[src/rtl/apb_master.sv]
// APB initiator: turns valid/ready commands into single APB transfers and returns rdata/error.
// Optional watchdog abort of long wait states is enabled by defining APB_MASTER_TIMEOUT_EN.
module apb_master #(
  parameter int ADDR_W  = 16,
  parameter int TIMEOUT = 255
) (
  input  logic              pclk,
  input  logic              reset_n,
  input  logic              cmd_valid,
  output logic              cmd_ready,
  input  logic [ADDR_W-1:0] cmd_addr,
  input  logic              cmd_write,
  input  logic [31:0]       cmd_wdata,
  output logic              rsp_valid,
  input  logic              rsp_ready,
  output logic [31:0]       rsp_rdata,
  output logic              rsp_err,
  output logic              rsp_timeout,
  output logic              busy,
  output logic [ADDR_W-1:0] paddr,
  output logic              pwrite,
  output logic              psel,
  output logic              penable,
  output logic [31:0]       pwdata,
  input  logic [31:0]       prdata,
  input  logic              pready,
  input  logic              pslverr
);

  typedef enum logic [1:0] {
    IDLE   = 2'd0,
    SETUP  = 2'd1,
    ACCESS = 2'd2,
    RESP   = 2'd3
  } state_t;

  state_t            state_r;
  state_t            state_next_s;
  logic              accept_s;
  logic              done_s;
  logic              abort_s;
  logic [ADDR_W-1:0] paddr_r;
  logic              pwrite_r;
  logic [31:0]       pwdata_r;
  logic [31:0]       rsp_rdata_r;
  logic              rsp_err_r;
  logic              rsp_timeout_r;

  assign accept_s = (state_r == IDLE) && cmd_valid;
  assign done_s   = (state_r == ACCESS) && pready;

`ifdef APB_MASTER_TIMEOUT_EN
  localparam logic [15:0] TIMEOUT_C = 16'(TIMEOUT);

  logic [15:0] wait_cnt_r;

  // Wait-state counter: cleared while in SETUP so it starts at zero on ACCESS entry.
  always_ff @(posedge pclk or negedge reset_n) begin
    if (!reset_n) begin
      wait_cnt_r <= 16'd0;
    end else if (state_r == SETUP) begin
      wait_cnt_r <= 16'd0;
    end else if ((state_r == ACCESS) && !pready) begin
      wait_cnt_r <= wait_cnt_r + 16'd1;
    end
  end

  // A ready slave on the match cycle completes normally, so pready gates the abort.
  assign abort_s = (state_r == ACCESS) && !pready && (wait_cnt_r == TIMEOUT_C);
`else
  localparam int unused_timeout = TIMEOUT;

  assign abort_s = 1'b0;
`endif

  // State register.
  always_ff @(posedge pclk or negedge reset_n) begin
    if (!reset_n) begin
      state_r <= IDLE;
    end else begin
      state_r <= state_next_s;
    end
  end

  // Next-state decode.
  always_comb begin
    state_next_s = state_r;
    case (state_r)
      IDLE: begin
        if (cmd_valid) begin
          state_next_s = SETUP;
        end else begin
          state_next_s = IDLE;
        end
      end
      SETUP: begin
        state_next_s = ACCESS;
      end
      ACCESS: begin
        if (pready || abort_s) begin
          state_next_s = RESP;
        end else begin
          state_next_s = ACCESS;
        end
      end
      RESP: begin
        if (rsp_ready) begin
          state_next_s = IDLE;
        end else begin
          state_next_s = RESP;
        end
      end
      default: begin
        state_next_s = IDLE;
      end
    endcase
  end

  // Command capture on accept and response capture on completion or abort.
  always_ff @(posedge pclk or negedge reset_n) begin
    if (!reset_n) begin
      paddr_r       <= '0;
      pwrite_r      <= 1'b0;
      pwdata_r      <= 32'd0;
      rsp_rdata_r   <= 32'd0;
      rsp_err_r     <= 1'b0;
      rsp_timeout_r <= 1'b0;
    end else begin
      if (accept_s) begin
        paddr_r  <= cmd_addr;
        pwrite_r <= cmd_write;
        pwdata_r <= cmd_wdata;
      end
      if (done_s) begin
        rsp_rdata_r   <= pwrite_r ? 32'd0 : prdata;
        rsp_err_r     <= pslverr;
        rsp_timeout_r <= 1'b0;
      end else if (abort_s) begin
        rsp_rdata_r   <= 32'd0;
        rsp_err_r     <= 1'b1;
        rsp_timeout_r <= 1'b1;
      end
    end
  end

  // Handshake and APB strobes decode straight from the state flops, so reset clears them at once.
  assign cmd_ready   = (state_r == IDLE);
  assign busy        = (state_r != IDLE);
  assign psel        = (state_r == SETUP) || (state_r == ACCESS);
  assign penable     = (state_r == ACCESS);
  assign rsp_valid   = (state_r == RESP);
  assign paddr       = paddr_r;
  assign pwrite      = pwrite_r;
  assign pwdata      = pwdata_r;
  assign rsp_rdata   = rsp_rdata_r;
  assign rsp_err     = rsp_err_r;
  assign rsp_timeout = rsp_timeout_r;

endmodule

[config.mk]
export PLATFORM = sky130hd
export DESIGN_NAME = apb_master
export DESIGN_NICKNAME = d
export VERILOG_FILES = /design/src/rtl/apb_master.sv
export SDC_FILE = /design/constraint.sdc
export NUM_CORES = 1
export LEC_CHECK = 0
export ABC_AREA = 1
export BUFFER_PORTS_ARGS = -buffer_cell sky130_fd_sc_hd__buf_4
export CAP_MARGIN = 25
export CORE_ASPECT_RATIO = 0.8
export CORE_UTILIZATION = 40
export DETAILED_ROUTE_END_ITERATION = 6
export PLACE_DENSITY = 0.83
export SLEW_MARGIN = 20
export SYNTH_ARGS = -nofsm -noshare
export SYNTH_HDL_FRONTEND = slang
export SYNTH_SLANG_ARGS = --single-unit
[constraint.sdc]
create_clock -name pclk -period 4.2 [get_ports pclk]
set_clock_uncertainty 0.1 [all_clocks]
set_input_delay 0.21 -clock pclk [delete_from_list [all_inputs] [get_ports pclk]]
set_output_delay 0.21 -clock pclk [all_outputs]
set_load 0.01 [all_outputs]
Yosys cells after proc, flatten, opt, wreduce, memory -nomap -nowiden
Index checks and enable logic that the tools add are counted.
{"block": "totals", "out_inout_bits": 88, "ff_bits": 84}
{"block": "op_classes", "n_mux": 5, "reduce_logical": 5, "eq_ne": 3}
{"cell": "$mux 32", "n": 1}
{"cell": "$pmux 2 s4", "n": 1}
{"cell": "$eq 2x2->1 const B", "n": 2}
{"cell": "$eq 2x1->1 const B", "n": 1}
{"cell": "$logic_and 1x1->1", "n": 2}
{"cell": "$logic_not 2->1", "n": 1}
{"cell": "$mux 1", "n": 2}
{"cell": "$mux 2", "n": 1}
{"cell": "$reduce_bool 2->1", "n": 1}
{"cell": "$logic_or 1x1->1", "n": 1}

Longest topological paths before layout
Gate-level depths: netlist (run 1).
{"block": "depth", "word_depth": 2, "depth_mapped": 7, "mapped_depth_nobuf": 6}

Least setup slack after synthesis (run 1)
Ideal clock, no wire load.
{"block": "synth_timing", "path_type": "register to register", "from": "register state_r[0]", "to": "register rsp_rdata_r[12] (netlist: rsp_rdata[12])", "t_required_ps": 3967, "path_slack_ps": 2753, "path_stages_with_launch": 8, "t_arrival_ps": 1214, "n_path_buf": 2, "setup_time_ps": 133, "synth_period_minus_slack_ps": 1447, "cell_sequence": "dfrtp_1 > inv_1 > ha_1 > nand2_1 > buf_4 > buf_4 > nand2_1 > o21ai_0"}
{"block": "synth_between", "elab_chain_cells": 2}
{"element": "from (decl)", "line": "37", "text": "state_t state_r;"}
{"element": "from (signal assigned)", "line": "81", "text": "state_r <= state_next_s;"}
{"element": "$eq 2x2->1"}
{"element": "via penable", "line": "23", "text": "output logic penable,"}
{"element": "$logic_and 1x1->1", "line": "50", "text": "assign done_s = (state_r == ACCESS) && pready;"}
{"element": "to (signal assigned)", "line": "135", "text": "rsp_rdata_r <= pwrite_r ? 32'd0 : prdata;"}
{"element": "to (decl)", "line": "45", "text": "logic [31:0] rsp_rdata_r;"}
The timed path passes the listed nets, and every way through them passes these cells.
A chain may end at the register's enable or synchronous reset.

Worst setup path in the final report (run 1)
{"block": "layout_timing", "from": "register state_r[0]", "to": "register pwdata_r[25] (netlist: pwdata[25])"}
{"block": "layout_between", "elab_chain_cells": 2}
{"element": "$logic_not 2->1", "line": "49", "text": "assign accept_s = (state_r == IDLE) && cmd_valid;"}
{"element": "$logic_and 1x1->1", "line": "49"}
{"element": "to (signal assigned)", "line": "132", "text": "pwdata_r <= cmd_wdata;"}
{"element": "to (decl)", "line": "44", "text": "logic [31:0] pwdata_r;"}
No other way between the ends.

==> results of run 1 <==
## worst register-to-register path, stage by stage (launching register included)
cell and delay (ns):
dfrtp_1 0.41, inv_1 0.09, ha_1 0.15, buf_4 0.42, nand2_1 0.58, buf_4 0.43, nand2_1 0.13, nand2_1 0.07
## synth_stat cells (all sizes together)
cell type	count	area (sq um)
dfrtp	84	2100
nand3	49	245
a21oi	2	10.0
clkbuf	7	26.3
conb	1	3.75
inv	5	18.8
buf	20	130
nor2	3	11.3
nand2	168	631
ha	3	37.5
o21ai	32	160
## metrics by stage
| stage | total power, mW | utilization | instance area, sq um | setup slack [ns] |
|---|---|---|---|---|
| finish | 3.61 | 0.680 | 5480 | 1.71 |
| floorplan | 2.15 | - | 3380 | 2.75 |
| global route | 3.85 | 0.680 | 5480 | 1.51 |
| CTS | 3.56 | 0.675 | 5430 | 1.78 |
| global placement | 2.88 | 0.580 | 4670 | 1.87 |
| detailed placement | 2.94 | 0.580 | 4670 | 1.79 |
## power breakdown
part | switching [mW] | internal, mW | leakage (nW)
registers | 0.235 | 1.17 | 1.07
clock network | 0.290 | 0.275 | 0.0962
logic | 0.877 | 0.765 | 1.75
total | 1.40 | 2.21 | 2.92
## flip-flops by register name, summed over array words and instances (netlist names)
name	count
paddr	16
pwdata	32
state_r	2
rsp_rdata	32
rsp_err	1
pwrite	1
## cell families (layout without fill, tap and decap cells)
kind of cell / after synthesis / in the layout
AOI/OAI and AO/OA: 34 / 34
adders and majority gates: 3 / 3
buffers and inverters: 32 / 255
DFF: 84 / 84
other: 1 / 1
and+or+nand+nor: 220 / 220
## layer usage
metal,up-vias,wire [um],GRT usage
met3,28,1260,0.0745
met5,-,0,0
met4,0,265,0.0999
met2,237,4950,0.397
met1,1601,4020,0.316
li1,1622,-,-
## repair_timing
item	CTS	global route
hold endpoints to repair	140	0
setup buffers	0	0
gates resized for setup	0	0
hold buffers	57	0
## final cells by class
cell class	count	area, sq um	share of cell area
Tap cell	108	135	0.0247
Inverter	5	18.8	0.00342
Sequential cell	84	2100	0.384
Multi-Input combinational cell	258	1100	0.201
Clock inverter	6	65.1	0.0119
Clock buffer	10	128	0.0233
Timing Repair Buffer	234	1930	0.352
## path summary, 6_finish.rpt
check | from | endpoint | slack (ns) | cells after the start
max in group asynchronous | reset_n | rsp_rdata[16] | 3.10 | 2
min in group asynchronous | reset_n | rsp_rdata[5] | 0.39 | 2
setup / recovery | state_r[0] | pwdata[25] | 1.71 | 7
hold reg to reg | paddr[6] | paddr[6] | 0.38 | 2
hold / removal | cmd_addr[5] | paddr[5] | 0.01 | 3
setup reg to reg | state_r[0] | pwdata[25] | 1.71 | 7
==> results.ini, run 1 <==
[placed_design]
portBuffers=173
dp_hpwl_um=5880
place.gp.congestion=0.798
place_inst=630

[global_routing]
grt.total_usage=0.247
antenna_found_initial=0
grt_max_degree=85
grt_remaining_overflow=0
global_route_wire_length_before_repair_um=17100
grt_pass1_vias=3470

[sta]
unrepaired_setup_endpoints_after_global_routing=false
worst_hold_slack_ns=0.0129
max_slew_margin=0.508
worst_slew_pin_slew_ns=0.738
setup_tns_ns=0
final-max-slew-violation-count=0
final-hold-violation-count=0
fin_crit_sh=0.593
setup_viol=0
clock.fmax_ghz=0.401
period_minus_slack_ns=2.49

[worst_setup_path]
timing_worst_setup_path_type=flip-flop to flip-flop
worst_ep_required_time_ns=4.33
cp_max_fo=51
crit_path_max_incr_delay_ns=0.57
cell_chain_of_the_critical_path=inv_1 -> ha_1 -> buf_4 -> nand2_1 -> buf_4 -> nand2_1 -> nand2_1
worst_path_dominant_cell_family=buffers and inverters
critical_path.n_buffers_inverters=3
path_common_cell=nand2_1
critical_path.endpoint_type=flip-flop
worst_setup_path_start_kind=flip-flop
worst_path_max_delay_cell=nand2_1
arrival_time_at_the_worst_endpoint_ns=2.62

[drt]
detail_route.iter0.violations=280
dr.pass1.iters=5
avgRoutedWirePerCell_um=14.9
routed_via_density=4.95
drc_viols=0
routed-via-count=3488
routed_wirelength_um=10500
ant_nets=0

[cts]
clockBufferDepth=2
cts_made_buffers=9
cts_max_level=3
cts.reportedPaths.clkPinSlew_ns=0.08
master_cell_of_the_clock_root_buffer=clkbuf_8
tritoncts=built
tritoncts_num_sinks=84
clkLatencyLatePin_ns=0.34

[synthesis]
synth_cell_type_count=14
syn_area_sq_um=3380
synth_seq_area_share=0.623
post_synth.cell_area_avg_sq_um=9.03
postSynthRegisterBits=84
synth_fa_ha_area_frac=0.0111
synthesis.yosys.warnings=0
synth_compound_gate_area_share=0.0504
synth_cells=374
synth_top_family_by_area=simple AND/OR/NAND/NOR gates
synth_fp_nets=464
yosys.area_share.xor_xnor=0
yosys.area_share.simple=0.263
multiplexer_share_of_the_synthesized_area=0

[layout]
area_growth_syn_to_layout_pct=62.3
post_route_cells_drive_above_1_share=0.323
final_common_cell=buf_4
highest_count_cells_in_the_layout_ignoring_fill_and_taps=174 x buf_4, 167 x nand2_1, 84 x dfrtp_1
final.fill_count=566
nets=682
diodes=0
fin_cells=705

[run]
maxCapViolCount=0

[power_and_ir_drop]
leakage_nw=2.92
power.density_nw_per_um2=658
max_vdd_drop_mv=0.380

[floorplan]
die_area_sq_um=8810
start_util=0.419
die-height_um=84.2
core_area_sq_um=8060
placement_rows=29
die_w_um=105
io_pins=175

[worst_hold_path]
worst_hold_path_type=primary input to flip-flop

[status]
run_status=complete, no violations

No activity file was read; power rests on OpenSTA's default activity.
==> run 2: changes to the inputs <==
==> constraint.sdc (replaced) <==
create_clock -name pclk -period 2.4 [get_ports pclk]
set_clock_uncertainty 0.1 [all_clocks]
set_input_delay 0.12 -clock pclk [delete_from_list [all_inputs] [get_ports pclk]]
set_output_delay 0.12 -clock pclk [all_outputs]
set_load 0.01 [all_outputs]
==> results.ini, run 2 (synthesis results as in run 1) <==
[placed_design]
portBuffers=173  ; unchanged
postPlaceCellArea_sq_um=4690  ; +0.32%
place_inst=632  ; +0.32%
dp_hpwl_um=6010  ; +2.3%
post-place-ws_ns=0.488  ; -1.31 ns
place.gp.congestion=0.848  ; +6.2%

[cts]
cts.reportedPaths.clkPinSlew_ns=0.08  ; about the same
post_cts_hold_buffer_count=85  ; +49%
tritoncts=built
clockBufferDepth=2  ; unchanged
post-cts-setup-buffer-count=0  ; unchanged
master_cell_of_the_clock_root_buffer=clkbuf_8
cts_made_buffers=9  ; unchanged
cts_max_level=3  ; unchanged
tritoncts_num_sinks=84  ; unchanged
clkLatencyLatePin_ns=0.35  ; about the same
cts-resized-gates=0  ; unchanged

[worst_setup_path]
worst_path_dominant_cell_family=buffers and inverters
cell_chain_of_the_critical_path=inv_1 -> ha_1 -> nand2_2 -> buf_4 -> o21ai_0
worst_setup_path_start_kind=flip-flop
timing_worst_setup_path_type=flip-flop to flip-flop
worst_path_max_delay_cell=dfrtp_1
crit_path_max_incr_delay_ns=0.40  ; -0.17 ns
cp_max_fo=42  ; -18%
critical_path.endpoint_type=flip-flop
critical_path.n_buffers_inverters=2  ; -1
worst_ep_required_time_ns=2.54  ; -1.79 ns
arrival_time_at_the_worst_endpoint_ns=2.14  ; -0.48 ns

[layout]
diodes=0  ; unchanged
area_growth_syn_to_layout_pct=72.0
highest_count_cells_in_the_layout_ignoring_fill_and_taps=176 x buf_4, 167 x nand2_1, 85 x dlygate4sd3_1
fin_cells=733  ; +4.0%
share_of_the_core_filled_with_cells_in_the_final_layout=0.721  ; +0.0404
final_common_cell=buf_4
nets=710  ; +4.1%
design_area_sq_um=5810  ; +5.9%
post_route_cells_drive_above_1_share=0.307  ; -0.0161

[sta]
max_slew_margin=0.358  ; -0.150
finalWorstSetupSlack_ns=0.399  ; -1.31 ns
final-max-slew-violation-count=0  ; unchanged
final-hold-violation-count=0  ; unchanged
setup_tns_ns=0  ; unchanged
clock.fmax_ghz=0.500  ; +24%
worst_slew_pin_slew_ns=0.962  ; +0.224 ns
setup_viol=0  ; unchanged
worst_hold_slack_ns=0.249  ; +0.236 ns
fin_crit_sh=0.834  ; +0.241
unrepaired_setup_endpoints_after_global_routing=false
period_minus_slack_ns=2.00  ; -0.490 ns

[global_routing]
grt_max_degree=85  ; unchanged
grt_pass1_vias=3598  ; +3.7%
grt.total_usage=0.262  ; +0.0151
grt_remaining_overflow=0  ; unchanged
antenna_found_initial=0  ; unchanged
global_route_wire_length_before_repair_um=18000  ; +5.5%

[floorplan]
placement_rows=29  ; unchanged
die_w_um=105  ; unchanged
core_area_sq_um=8060  ; unchanged
die-height_um=84.2  ; unchanged
io_pins=175  ; unchanged
die_area_sq_um=8810  ; unchanged
start_util=0.419  ; unchanged

[drt]
routed_via_density=4.98  ; +0.76%
drc_viols=0  ; unchanged
routed_wirelength_um=11400  ; +8.6%
detail_route.iter0.violations=269  ; -3.9%
avgRoutedWirePerCell_um=15.5  ; +4.4%
ant_nets=0  ; unchanged
dr.pass1.iters=6  ; +1
routed-via-count=3654  ; +4.8%

[power_and_ir_drop]
max_vdd_drop_mv=0.801  ; +110%
leakage_nw=3.06  ; +4.7%
total_power_mw=6.71  ; +86%
power.density_nw_per_um2=1160  ; +76%

[status]
run_status=complete, no violations

[run]
maxCapViolCount=0  ; unchanged

[worst_hold_path]
worst_hold_path_type=primary input to flip-flop

run 2: per-layer routing:
layer	global-route usage	wire length, um	vias to the layer above
li1	-	-	1670
met1	0.331	4450	1742
met5	0	0	-
met4	0.0871	170	0
met2	0.439	5640	223
met3	0.0738	1140	19
run 2: worst paths after layout:
| check | slack [ns] | endpoint | cells after the start | startpoint |
|---|---|---|---|---|
| hold / removal | 0.25 | state_r[0] | 4 | cmd_valid |
| setup reg to reg | 0.40 | rsp_rdata[7] | 5 | state_r[0] |
| min in group asynchronous | 0.33 | rsp_rdata[3] | 2 | reset_n |
| setup / recovery | 0.40 | rsp_rdata[7] | 5 | state_r[0] |
| max in group asynchronous | 1.35 | paddr[9] | 2 | reset_n |
| hold reg to reg | 0.38 | pwdata[6] | 2 | pwdata[6] |
run 2: cell type report:
type	instances	area, sq um
multi-input combinational	258	1100
sequential	84	2100
tap	108	135
clock buffer	12	145
fill	523	2250
timing repair buffer	262	2180
inverter	5	18.8
clock inverter	4	120
run 2: worst reg2reg max path: cells and delay by family (launching register included):
family | cells | cell delay, ns
fa+ha+maj | 1 | 0.24
buf+inv | 2 | 0.48
compound gates | 1 | 0.27
flops | 1 | 0.40
simple gates | 1 | 0.40
run 2: report_power, final:
| group | total [mW] | switching, mW | internal [mW] |
|---|---|---|---|
| Clock | 1.34 | 0.512 | 0.827 |
| Sequential | 2.45 | 0.413 | 2.04 |
| Combinational | 2.92 | 1.58 | 1.34 |
==> run 3: changes to the inputs <==
--- a/config.mk
+++ b/config.mk
@@ -5,13 +5,13 @@
 export SDC_FILE = /design/constraint.sdc
 export NUM_CORES = 1
 export LEC_CHECK = 0
-export ABC_AREA = 1
+export ABC_AREA = 0
 export BUFFER_PORTS_ARGS = -buffer_cell sky130_fd_sc_hd__buf_4
 export CAP_MARGIN = 25
 export CORE_ASPECT_RATIO = 0.8
 export CORE_UTILIZATION = 40
 export DETAILED_ROUTE_END_ITERATION = 6
-export PLACE_DENSITY = 0.83
+export PLACE_DENSITY = 0.86
 export SLEW_MARGIN = 20
 export SYNTH_ARGS = -nofsm -noshare
 export SYNTH_HDL_FRONTEND = slang
==> constraint.sdc (replaced) <==
create_clock -name pclk -period 1.7 [get_ports pclk]
set_clock_uncertainty 0.1 [all_clocks]
set_input_delay 0.085 -clock pclk [delete_from_list [all_inputs] [get_ports pclk]]
set_output_delay 0.085 -clock pclk [all_outputs]
set_load 0.01 [all_outputs]
==> results.ini, run 3 <==
[floorplan]
start_util=0.423  ; +0.00365
die-height_um=84.9  ; +0.87%
placement_rows=29  ; unchanged
die_w_um=106  ; +0.87%
io_pins=175  ; unchanged
core_area_sq_um=8130  ; +0.90%
die_area_sq_um=8970  ; +1.7%

[cts]
tritoncts_num_sinks=84  ; unchanged
clockBufferDepth=2  ; unchanged
clkLatencyLatePin_ns=0.34  ; about the same
tritoncts=built
cts_made_buffers=9  ; unchanged
cts_max_level=3  ; unchanged
master_cell_of_the_clock_root_buffer=clkbuf_8
cts.reportedPaths.clkPinSlew_ns=0.08  ; about the same

[global_routing]
grt_remaining_overflow=0  ; unchanged
grt.total_usage=0.218  ; -0.0439
grt_max_degree=48  ; -44%
antenna_found_initial=0  ; unchanged
global_route_wire_length_before_repair_um=15000  ; -17%
grt_pass1_vias=2980  ; -17%

[sta]
worst_hold_slack_ns=0.0170  ; -0.232 ns
setup_tns_ns=0  ; unchanged
period_minus_slack_ns=1.61  ; -0.387 ns
worst_slew_pin_slew_ns=0.515  ; -0.447 ns
final-hold-violation-count=0  ; unchanged
finalWorstSetupSlack_ns=0.0857  ; -0.313 ns
clock.fmax_ghz=0.619  ; +24%
fin_crit_sh=0.950  ; +0.116
final-max-slew-violation-count=0  ; unchanged
max_slew_margin=0.657  ; +0.299
setup_viol=0  ; unchanged
unrepaired_setup_endpoints_after_global_routing=false

[placed_design]
post-place-ws_ns=0.0444  ; -0.444 ns
postPlaceCellArea_sq_um=4880  ; +4.2%
dp_hpwl_um=5710  ; -5.0%
portBuffers=173  ; unchanged
place.gp.congestion=0.752  ; -11%

[synthesis]
synth_top_cell_by_area=dfrtp_1
synth-async-reset-ratio=1.00  ; unchanged
synthesis.yosys.warnings=0  ; unchanged
synth_cell_type_count=16  ; +2
yosysMostFrequentCell=dfrtp_1
yosys.area_share.simple=0.0666  ; -0.196
synth.cells.most_frequent=84 x dfrtp_1, 72 x mux2_2, 31 x nor2b_1
multiplexer_share_of_the_synthesized_area=0.280  ; +0.280
synth_top_cell_area_share=0.612  ; -0.0109
synth_fp_nets=315  ; -32%
postSynthRegisterBits=84  ; unchanged
synth_top_family_by_area=multiplexers
synth.top_cells.by_area=dfrtp_1 61%, mux2_2 24%, nor2b_1 5.6%, mux2_4 4.4%, buf_2 1.3%
synth_seq_area_share=0.612  ; -0.0109
synth_fa_ha_area_frac=0.0109  ; -0.000194
yosys.area_share.xor_xnor=0  ; unchanged
synth_enable_flop_cells=0  ; unchanged
synth_flop_cell=dfrtp_1
synth_compound_gate_area_share=0.00364  ; -0.0468
post_synth.cell_area_avg_sq_um=15.3  ; +69%
synth_cells=225  ; -40%
syn_area_sq_um=3440  ; +1.8%

[drt]
drc_viols=0  ; unchanged
dr.pass1.iters=4  ; -2
avgRoutedWirePerCell_um=16.0  ; +3.0%
routed_wirelength_um=9420  ; -17%
routed_via_density=4.60  ; -7.8%
ant_nets=0  ; unchanged
routed-via-count=2702  ; -26%
detail_route.iter0.violations=87  ; -68%

[run]
maxCapViolCount=0  ; unchanged

[power_and_ir_drop]
p_sw_frac=0.324  ; -0.0484
combPwrFrac=0.472  ; +0.037
p_int_mw=6.47  ; +54%
power.sequential.fraction=0.370  ; +0.004
power.clock.fraction=0.159  ; -0.041
leakage_nw=2.86  ; -6.4%
power.density_nw_per_um2=1640  ; +42%
switchingPower_mw=3.10  ; +24%
max_vdd_drop_mv=0.916  ; +14%

[worst_setup_path]
arrival_time_at_the_worst_endpoint_ns=1.74  ; -0.40 ns
worst_path_max_delay_cell=dfrtp_1
critical_path.endpoint_type=flip-flop
worst_setup_path_start_kind=flip-flop
timing_worst_setup_path_type=flip-flop to flip-flop
worst_ep_required_time_ns=1.82  ; -0.72 ns
cell_chain_of_the_critical_path=inv_1 -> ha_1 -> nand2_2 -> buf_12 -> mux2_2
crit_path_max_incr_delay_ns=0.38  ; -0.02 ns
cp_max_fo=33  ; -21%

[layout]
design_area_sq_um=5830  ; +0.50%
area_growth_syn_to_layout_pct=69.8
post_route_cells_drive_above_1_share=0.575  ; +0.268
final.fill_count=547  ; +4.6%
diodes=0  ; unchanged
highest_count_cells_in_the_layout_ignoring_fill_and_taps=174 x buf_4, 84 x dfrtp_1, 74 x dlygate4sd3_1
final_common_cell=buf_4
nets=566  ; -20%

[worst_hold_path]
worst_hold_path_type=primary input to flip-flop

[status]
run_status=complete, no violations

[run 3: changes by cell type in the layout (fill, tap and decap cells not counted), sizes merged, moves of 11 or more]
cell         delta
nand3          -49
dlygate4sd3    -11
nor2b          +31
nand2         -166
mux2           +82
o21ai          -32
[run 3: through the flow]
| stage | power, mW | utilization | cells |
|---|---|---|---|
| 2_1_floorplan | 5.67 | - | 225 |
| 3_3_place_gp | 7.71 | 0.601 | 499 |
| 4_1_cts | 9.57 | 0.716 | 587 |
| 6_report | 9.57 | 0.718 | 588 |
| 3_5_place_dp | 7.91 | 0.601 | 499 |
| 5_1_grt | 10.1 | 0.718 | 588 |
[run 3: area by class of cell]
| cell class | instances | area (sq um) | share of cell area |
|---|---|---|---|
| clock buffers | 11 | 131 | 0.0225 |
| clock inverters | 4 | 75.1 | 0.0129 |
| inverters | 4 | 15.0 | 0.00257 |
| multi-input cells | 125 | 1250 | 0.214 |
| flip-flops and latches | 84 | 2100 | 0.360 |
| well taps | 108 | 135 | 0.0232 |
| repair buffers | 252 | 2130 | 0.365 |
[run 3: final timing paths]
| path | start | end | slack [ns] | depth (start not counted) |
|---|---|---|---|---|
| max reg2reg | state_r[0] | rsp_rdata[26] | 0.09 | 5 |
| min | prdata[2] | rsp_rdata[2] | 0.02 | 3 |
| max | state_r[0] | rsp_rdata[26] | 0.09 | 5 |
| min in group asynchronous | reset_n | rsp_rdata[15] | 0.18 | 2 |
| max in group asynchronous | reset_n | paddr[3] | 0.70 | 3 |
| min reg2reg | pwdata[10] | pwdata[10] | 0.41 | 1 |
[run 3: critical path, delay by kind of cell, from the launching register on]
family | cells | cell delay (ns)
AND/OR/NAND/NOR | 1 | 0.10
multiplexers | 1 | 0.36
buffers and inverters | 2 | 0.29
adder cells (fa/ha/maj) | 1 | 0.24
flip-flops | 1 | 0.38
[run 3: metal layers]
layer / global-route usage / vias up / wire length [um]
li1: - / 1256 / -
met1: 0.251 / 1319 / 3670
met5: 0 / - / 0
met3: 0.0661 / 10 / 656
met2: 0.394 / 117 / 4970
met4: 0.0682 / 0 / 129
[run 3: cell families (layout without fill, tap and decap cells)]
family | Yosys count | in the layout
adders and majority gates | 3 | 3
and+or+nand+nor | 37 | 37
other | 1 | 1
AOI/OAI and AO/OA | 2 | 2
muxes | 82 | 82
DFF | 84 | 84
buffers and inverters | 16 | 271
[run 3: power groups by stage]
| stage | clock network (mW) | logic [mW] | registers [mW] |
|---|---|---|---|
| global placement | 0 | 4.24 | 3.47 |
| CTS | 1.55 | 4.51 | 3.51 |
| floorplan | 0 | 1.77 | 3.91 |
| detailed placement | 0 | 4.37 | 3.54 |
| finish | 1.52 | 4.51 | 3.54 |
| global route | 1.64 | 4.82 | 3.64 |
[run 3: what timing repair did]
item / in CTS / in global routing
endpoints found under the hold margin: 108 / 1
hold buffers: 73 / 1
setup endpoints to repair: 0 / 37
gates resized for setup: 0 / 1
setup buffers: 0 / 0
